[src/rtl/soc_sim_monitor.sv]
// rtl/soc_sim_monitor.sv - GPIO/UART simulation observer with timestamped event FIFO
module soc_sim_monitor #(
    parameter int          GPIO_W       = 8,
    parameter int          CLKS_PER_BIT = 16,
    parameter int          FIFO_DEPTH   = 16,
    parameter int          TS_W         = 20,
    parameter int          MAX_CYCLES   = 400000,
    parameter logic [7:0]  END_BYTE     = 8'h04
) (
    input  logic              clk,
    input  logic              rst,
    input  logic [GPIO_W-1:0] gpio,
    input  logic              uart_line,
    output logic              ev_valid,
    input  logic              ev_ready,
    output logic              ev_kind,
    output logic [GPIO_W-1:0] ev_data,
    output logic [TS_W-1:0]   ev_time,
    output logic              overflow,
    output logic              frame_err,
    output logic              eot,
    output logic              timeout
);
    localparam int AW = $clog2(FIFO_DEPTH);
    localparam int CW = $clog2(CLKS_PER_BIT);
    localparam int EW = 1 + GPIO_W + TS_W;
    localparam logic [TS_W-1:0] MAX_L   = TS_W'(MAX_CYCLES);
    localparam logic [CW-1:0]   HALF_L  = CW'(CLKS_PER_BIT / 2 - 1);
    localparam logic [CW-1:0]   FULL_L  = CW'(CLKS_PER_BIT - 1);
    localparam logic [AW:0]     PTR_ONE = (AW+1)'(1);

    localparam logic [2:0] S_IDLE  = 3'd0;
    localparam logic [2:0] S_START = 3'd1;
    localparam logic [2:0] S_DATA  = 3'd2;
    localparam logic [2:0] S_STOP  = 3'd3;
    localparam logic [2:0] S_WAITH = 3'd4;

    logic [TS_W-1:0]   cnt_q, cnt_d;
    logic              timeout_q, timeout_d;
    logic [GPIO_W-1:0] g_q, prev_q;
    logic              s1_q, s2_q;
    logic [2:0]        st_q, st_d;
    logic [CW-1:0]     bc_q, bc_d;
    logic [2:0]        bi_q, bi_d;
    logic [7:0]        sh_q, sh_d;
    logic              skid_v_q, skid_v_d;
    logic [GPIO_W-1:0] skid_data_q, skid_data_d;
    logic [TS_W-1:0]   skid_time_q, skid_time_d;
    logic [AW:0]       wr_q, rd_q;
    logic              overflow_q, frame_err_q, frame_err_d, eot_q, eot_d;
    logic [EW-1:0]     mem_q [FIFO_DEPTH];

    logic              gpio_push, uart_push, skid_drop;
    logic              push_req, push_ok, push_drop, pop, full, empty;
    logic              push_kind;
    logic [GPIO_W-1:0] push_data, u_ext;
    logic [TS_W-1:0]   push_time;
    logic [EW-1:0]     head;

    always_comb begin
        cnt_d     = (cnt_q == MAX_L) ? cnt_q : cnt_q + TS_W'(1);
        timeout_d = timeout_q | (cnt_d == MAX_L);
        gpio_push = (g_q != prev_q);
        u_ext      = '0;
        u_ext[7:0] = sh_q;
    end

    // UART receiver: half-bit wait to the start-bit centre, then one sample per bit period
    always_comb begin
        st_d        = st_q;
        bc_d        = bc_q;
        bi_d        = bi_q;
        sh_d        = sh_q;
        uart_push   = 1'b0;
        frame_err_d = frame_err_q;
        eot_d       = eot_q;
        case (st_q)
            S_IDLE: if (!s2_q) begin
                st_d = S_START;
                bc_d = HALF_L;
            end
            S_START: if (bc_q != '0) bc_d = bc_q - CW'(1);
                     else if (!s2_q) begin
                         st_d = S_DATA;
                         bc_d = FULL_L;
                         bi_d = 3'd0;
                     end else st_d = S_IDLE;
            S_DATA: if (bc_q != '0) bc_d = bc_q - CW'(1);
                    else begin
                        sh_d = {s2_q, sh_q[7:1]};
                        bc_d = FULL_L;
                        bi_d = bi_q + 3'd1;
                        if (bi_q == 3'd7) st_d = S_STOP;
                    end
            S_STOP: if (bc_q != '0) bc_d = bc_q - CW'(1);
                    else if (s2_q) begin
                        uart_push = 1'b1;
                        eot_d     = eot_q | (sh_q == END_BYTE);
                        st_d      = S_IDLE;
                    end else begin
                        frame_err_d = 1'b1;
                        st_d        = S_WAITH;
                    end
            S_WAITH: if (s2_q) st_d = S_IDLE;
            default: st_d = S_IDLE;
        endcase
    end

    // GPIO wins the FIFO port; a colliding UART byte waits one cycle in the skid slot
    always_comb begin
        push_kind   = 1'b0;
        push_data   = g_q;
        push_time   = cnt_q;
        skid_v_d    = skid_v_q;
        skid_data_d = skid_data_q;
        skid_time_d = skid_time_q;
        skid_drop   = 1'b0;
        if (gpio_push) begin
            if (uart_push) begin
                if (skid_v_q) skid_drop = 1'b1;
                else begin
                    skid_v_d    = 1'b1;
                    skid_data_d = u_ext;
                    skid_time_d = cnt_q;
                end
            end
        end else if (skid_v_q) begin
            push_kind = 1'b1;
            push_data = skid_data_q;
            push_time = skid_time_q;
            if (uart_push) begin
                skid_data_d = u_ext;
                skid_time_d = cnt_q;
            end else skid_v_d = 1'b0;
        end else if (uart_push) begin
            push_kind = 1'b1;
            push_data = u_ext;
        end
    end

    assign push_req  = gpio_push | skid_v_q | uart_push;
    assign empty     = (wr_q == rd_q);
    assign full      = (wr_q[AW] != rd_q[AW]) && (wr_q[AW-1:0] == rd_q[AW-1:0]);
    assign pop       = ev_valid && ev_ready;
    assign push_ok   = push_req && (!full || pop);
    assign push_drop = push_req && full && !pop;
    assign head      = mem_q[rd_q[AW-1:0]];

    assign ev_valid  = !empty;
    assign ev_kind   = ev_valid ? head[EW-1] : 1'b0;
    assign ev_data   = ev_valid ? head[EW-2 -: GPIO_W] : '0;
    assign ev_time   = ev_valid ? head[TS_W-1:0] : '0;
    assign overflow  = overflow_q;
    assign frame_err = frame_err_q;
    assign eot       = eot_q;
    assign timeout   = timeout_q;

    always_ff @(posedge clk) begin
        if (push_ok) mem_q[wr_q[AW-1:0]] <= {push_kind, push_data, push_time};
    end

    always_ff @(posedge clk or negedge rst) begin
        if (!rst) begin
            cnt_q       <= '0;
            timeout_q   <= 1'b0;
            g_q         <= '0;
            prev_q      <= '0;
            s1_q        <= 1'b1;
            s2_q        <= 1'b1;
            st_q        <= S_IDLE;
            bc_q        <= '0;
            bi_q        <= '0;
            sh_q        <= '0;
            skid_v_q    <= 1'b0;
            skid_data_q <= '0;
            skid_time_q <= '0;
            wr_q        <= '0;
            rd_q        <= '0;
            overflow_q  <= 1'b0;
            frame_err_q <= 1'b0;
            eot_q       <= 1'b0;
        end else begin
            cnt_q       <= cnt_d;
            timeout_q   <= timeout_d;
            g_q         <= gpio;
            prev_q      <= g_q;
            s1_q        <= uart_line;
            s2_q        <= s1_q;
            st_q        <= st_d;
            bc_q        <= bc_d;
            bi_q        <= bi_d;
            sh_q        <= sh_d;
            skid_v_q    <= skid_v_d;
            skid_data_q <= skid_data_d;
            skid_time_q <= skid_time_d;
            if (push_ok) wr_q <= wr_q + PTR_ONE;
            if (pop)     rd_q <= rd_q + PTR_ONE;
            overflow_q  <= overflow_q | push_drop | skid_drop;
            frame_err_q <= frame_err_d;
            eot_q       <= eot_d;
        end
    end
endmodule

[config.mk]
export PLATFORM = sky130hd
export DESIGN_NAME = soc_sim_monitor
export DESIGN_NICKNAME = d
export VERILOG_FILES = /design/src/rtl/soc_sim_monitor.sv
export SDC_FILE = /design/constraint.sdc
export NUM_CORES = 1
export LEC_CHECK = 0
export BUFFER_PORTS_ARGS = -buffer_cell sky130_fd_sc_hd__buf_2
export CAP_MARGIN = 20
export CELL_PAD_IN_SITES_DETAIL_PLACEMENT = 0
export CELL_PAD_IN_SITES_GLOBAL_PLACEMENT = 1
export CORE_MARGIN = 5
export CORE_UTILIZATION = 45
export DETAILED_ROUTE_END_ITERATION = 8
export PLACE_DENSITY = 0.68
export SLEW_MARGIN = 20
export SYNTH_ARGS = -nofsm -noshare
export SYNTH_HDL_FRONTEND = slang
export SYNTH_SLANG_ARGS = --single-unit
[constraint.sdc]
create_clock -name clk -period 5.4 [get_ports clk]
set_input_delay 0.81 -clock clk [delete_from_list [all_inputs] [get_ports clk]]
set_output_delay 0.81 -clock clk [all_outputs]
set_load 0.02 [all_outputs]
==> results.cfg <==
[worst_setup_path]
arrival_ps = 3370
max_stage_delay_ps = 790
r2r-end = mem_q[9][13]
cpMaxStageDelayCell = dfrtp_4
crit_top_cell = mux4_2
crit_path_cell_trace = buf_4 > mux4_2 > mux4_2 > nor2b_1 > buf_2
crit_path_end_kind = primary output
path_class = reg -> out
r2r_slack_ps = 1920
r2r-start = rd_q[0]
r2r_cells = 7
cp-start-kind = register
cp_data_required_time_ps = 4590
critPathMaxFanout = 28

[route]
viasPerCell = 5.60
routed_wl_um = 47300
wl_per_cell_um = 24.1
first_pass_iters = 5
detail_route.iter0.violations = 967
vias = 10989
drc = 0
final_antenna_net_count = 0

[synthesis]
yosysWarnings = 0
synth-seq-cells = 563
avgSynthCellArea_um2 = 19.3
synth_edf_count = 464
synth_top_flop_cell = edfxtp_1
synth_area_um2 = 22600
async_flop_share = 0.176
ys_seq_area_frac = 0.725
synth_cell_types = 63
synth_top_area_cell = edfxtp_1
synth_nets = 1195
synth_area_leaders = edfxtp_1 (62%), mux4_2 (14%), dfrtp_1 (11%), mux2_2 (1.9%), nand2_1 (1.3%)
yosys.area.top_type_share = 0.616
syn_inst = 1171

[clock_network]
cts.clk_slew.worst_paths_ps = 50
tritoncts = built
cts_buffer_depth = 3
cts_root_buf = clkbuf_16
cts_buffers = 57
cts_resized = 0
post_cts_buffers = 0
cts_htree_levels = 2
cts.sinks = 563
clock_latency_ps = 610
ctsHoldBuffers = 0

[power_and_ir_drop]
pwr-share-clk = 0.289
vdd_drop_max_v = 0.000348
leakage_nw = 9.01
pwr-share-comb = 0.288
power.switching_mw = 4.10
internal_power_mw = 9.43
pwr-share-seq = 0.423
power_density_nw_per_um2 = 528
netSwitchingFraction = 0.303

[sta]
tightest_slew_ps = 946
min_period_over_period = 0.774
fmax_mhz = 239
drv_slew = 0
rsz0062_at_grt = false
fin_setup_tns_ps = 0
slew_headroom = 0.369
finalCriticalPeriod_ps = 4180
finalSetupViolations = 0
hold_viol = 0
fin_skew_ps = 16.0

[placed_design]
routabilityCongestion = 0.756
port_buffers = 45
dp_hpwl_um = 26300

[finish]
nets = 1269
areaGrowthSynthToFinish_pct = 13.4
antennaDiodeCount = 0
drive_above_1_share = 0.304
final_util = 0.513

[die]
die_w_um = 234
die_y_um = 234
rows = 82
die-area_um2 = 54900
start_util = 0.453
pin_count = 46
core_area_um2 = 50000

[global_route]
grt_max_degree = 99
antenna_found_initial = 0
track_usage = 0.178
overflow = 0
grt_first_pass_wirelength_um = 72500
grt_pass1_vias = 11407

[run]
drv_cap = 0

[min_path]
hp-class = in -> async

[run_status]
status = finished clean
==> worst max-delay path: cells and delay by family, from the launching register on <==
| family | cells | cell delay, ps |
|---|---|---|
| mux | 2 | 1030 |
| buf+inv | 2 | 770 |
| simple gates | 1 | 150 |
| flops | 1 | 790 |
==> final cells by class <==
cell class | count | area [um^2]
Timing Repair Buffer | 78 | 500
Fill cell | 4000 | 24300
Tap cell | 672 | 841
Sequential cell | 563 | 16400
Clock buffer | 72 | 1540
Inverter | 17 | 63.8
Clock inverter | 33 | 333
Multi-Input combinational cell | 528 | 5950
==> kinds of logic (layout without fill, tap and decap cells) <==
| group | count (synthesis) | count (layout) | share of synthesized area |
|---|---|---|---|
| flip-flops | 563 | 563 | 0.725 |
| XOR/XNOR | 39 | 39 | 0.0151 |
| adder cells (fa/ha/maj) | 12 | 12 | 0.00664 |
| AO/OA/AOI/OAI | 60 | 60 | 0.0163 |
| multiplexers | 194 | 194 | 0.168 |
| AND/OR/NAND/NOR | 223 | 223 | 0.0504 |
| buffers and inverters | 80 | 200 | 0.0178 |
==> flip-flops by register name, summed over array words and instances (netlist names), 4 cells and up <==
signal	cells
bc_q	4
cnt_q	20
g_q	8
mem_q	464
prev_q	8
rd_q	5
sh_q	8
skid_data_q	8
skid_time_q	20
wr_q	5
==> synthesized netlist by cell type (3+ instances only) <==
master      n
edfxtp_1  464
mux4_2    145
dfrtp_1    97
nand2_1    81
mux2_2     39
nor2b_1    34
nor2_1     33
xnor2_1    24
a21oi_1    21
buf_2      20
o21ai_0    17
inv_1      16
clkbuf_1   15
nand3_1    15
xor2_1     15
ha_1       12
nor3_1     12
buf_1      11
buf_4       9
mux2i_1     9
nand4_1     9
nor4_1      7
buf_6       5
nand2b_1    4
or3_1       4
a21o_1      3
and2_1      3
and3_1      3
nor4b_1     3
==> routing by layer <==
layer  share of wire  wire (um)  GRT usage
met3           0.066       3120     0.0384
met5               0          0          0
met4           0.016        752     0.0354
met2            0.49      23100      0.286
met1            0.43      20300      0.258
==> power groups by stage <==
stage | sequential, mW | combinational [mW] | clock [mW]
after floorplan | 5.62 | 2.90 | 0
after global placement | 5.79 | 3.98 | 0
after detailed placement | 5.82 | 3.99 | 0
after CTS | 5.73 | 4.00 | 4.00
after global routing | 5.79 | 4.20 | 4.21
final | 5.72 | 3.90 | 3.91
==> worst max path at each step <==
stage                        from     endpoint  slack [ps]  cells after the start
final                     rd_q[0]   ev_data[6]        1220                      5
after global routing      rd_q[0]   ev_data[6]         950                      5
after CTS                 rd_q[0]   ev_data[6]        1090                      5
after detailed placement  rd_q[0]   ev_data[6]        1740                      5
after global placement    rd_q[0]   ev_data[6]        1760                      5
after floorplan           bc_q[0]  mem_q[3][0]        1380                      8
==> metrics by stage <==
| stage | cells | worst slack, ps | instance area, um^2 | power, mW | hold slack [ps] |
|---|---|---|---|---|---|
| 3_5_place_dp | 1858 | 1740 | 23800 | 9.81 | 348 |
| 6_report | 1963 | 1220 | 25700 | 13.5 | 205 |
| 5_1_grt | 1963 | 955 | 25700 | 14.2 | 233 |
| 3_3_place_gp | 1858 | 1760 | 23700 | 9.77 | 347 |
| 4_1_cts | 1963 | 1090 | 25600 | 13.7 | 205 |
| 2_1_floorplan | 1171 | 1380 | 22600 | 8.52 | 345 |
==> cells in the final DEF, fill, tap and decap left out, types with 10 or more instances in the layout <==
| cell type | instances |
|---|---|
| ha_1 | 12 |
| clkbuf_16 | 58 |
| buf_2 | 44 |
| xnor2_1 | 24 |
| xor2_1 | 15 |
| clkbuf_1 | 10 |
| nand2_1 | 81 |
| a21oi_1 | 15 |
| nor2b_1 | 33 |
| edfxtp_1 | 464 |
| nor2_4 | 11 |
| inv_1 | 16 |
| nor2_1 | 22 |
| dfrtp_1 | 93 |
| mux2_2 | 39 |
| mux4_2 | 145 |
| o21ai_0 | 17 |
| clkinv_2 | 11 |
| nand3_1 | 15 |
| buf_4 | 32 |
(Power assumes the default switching activity.)
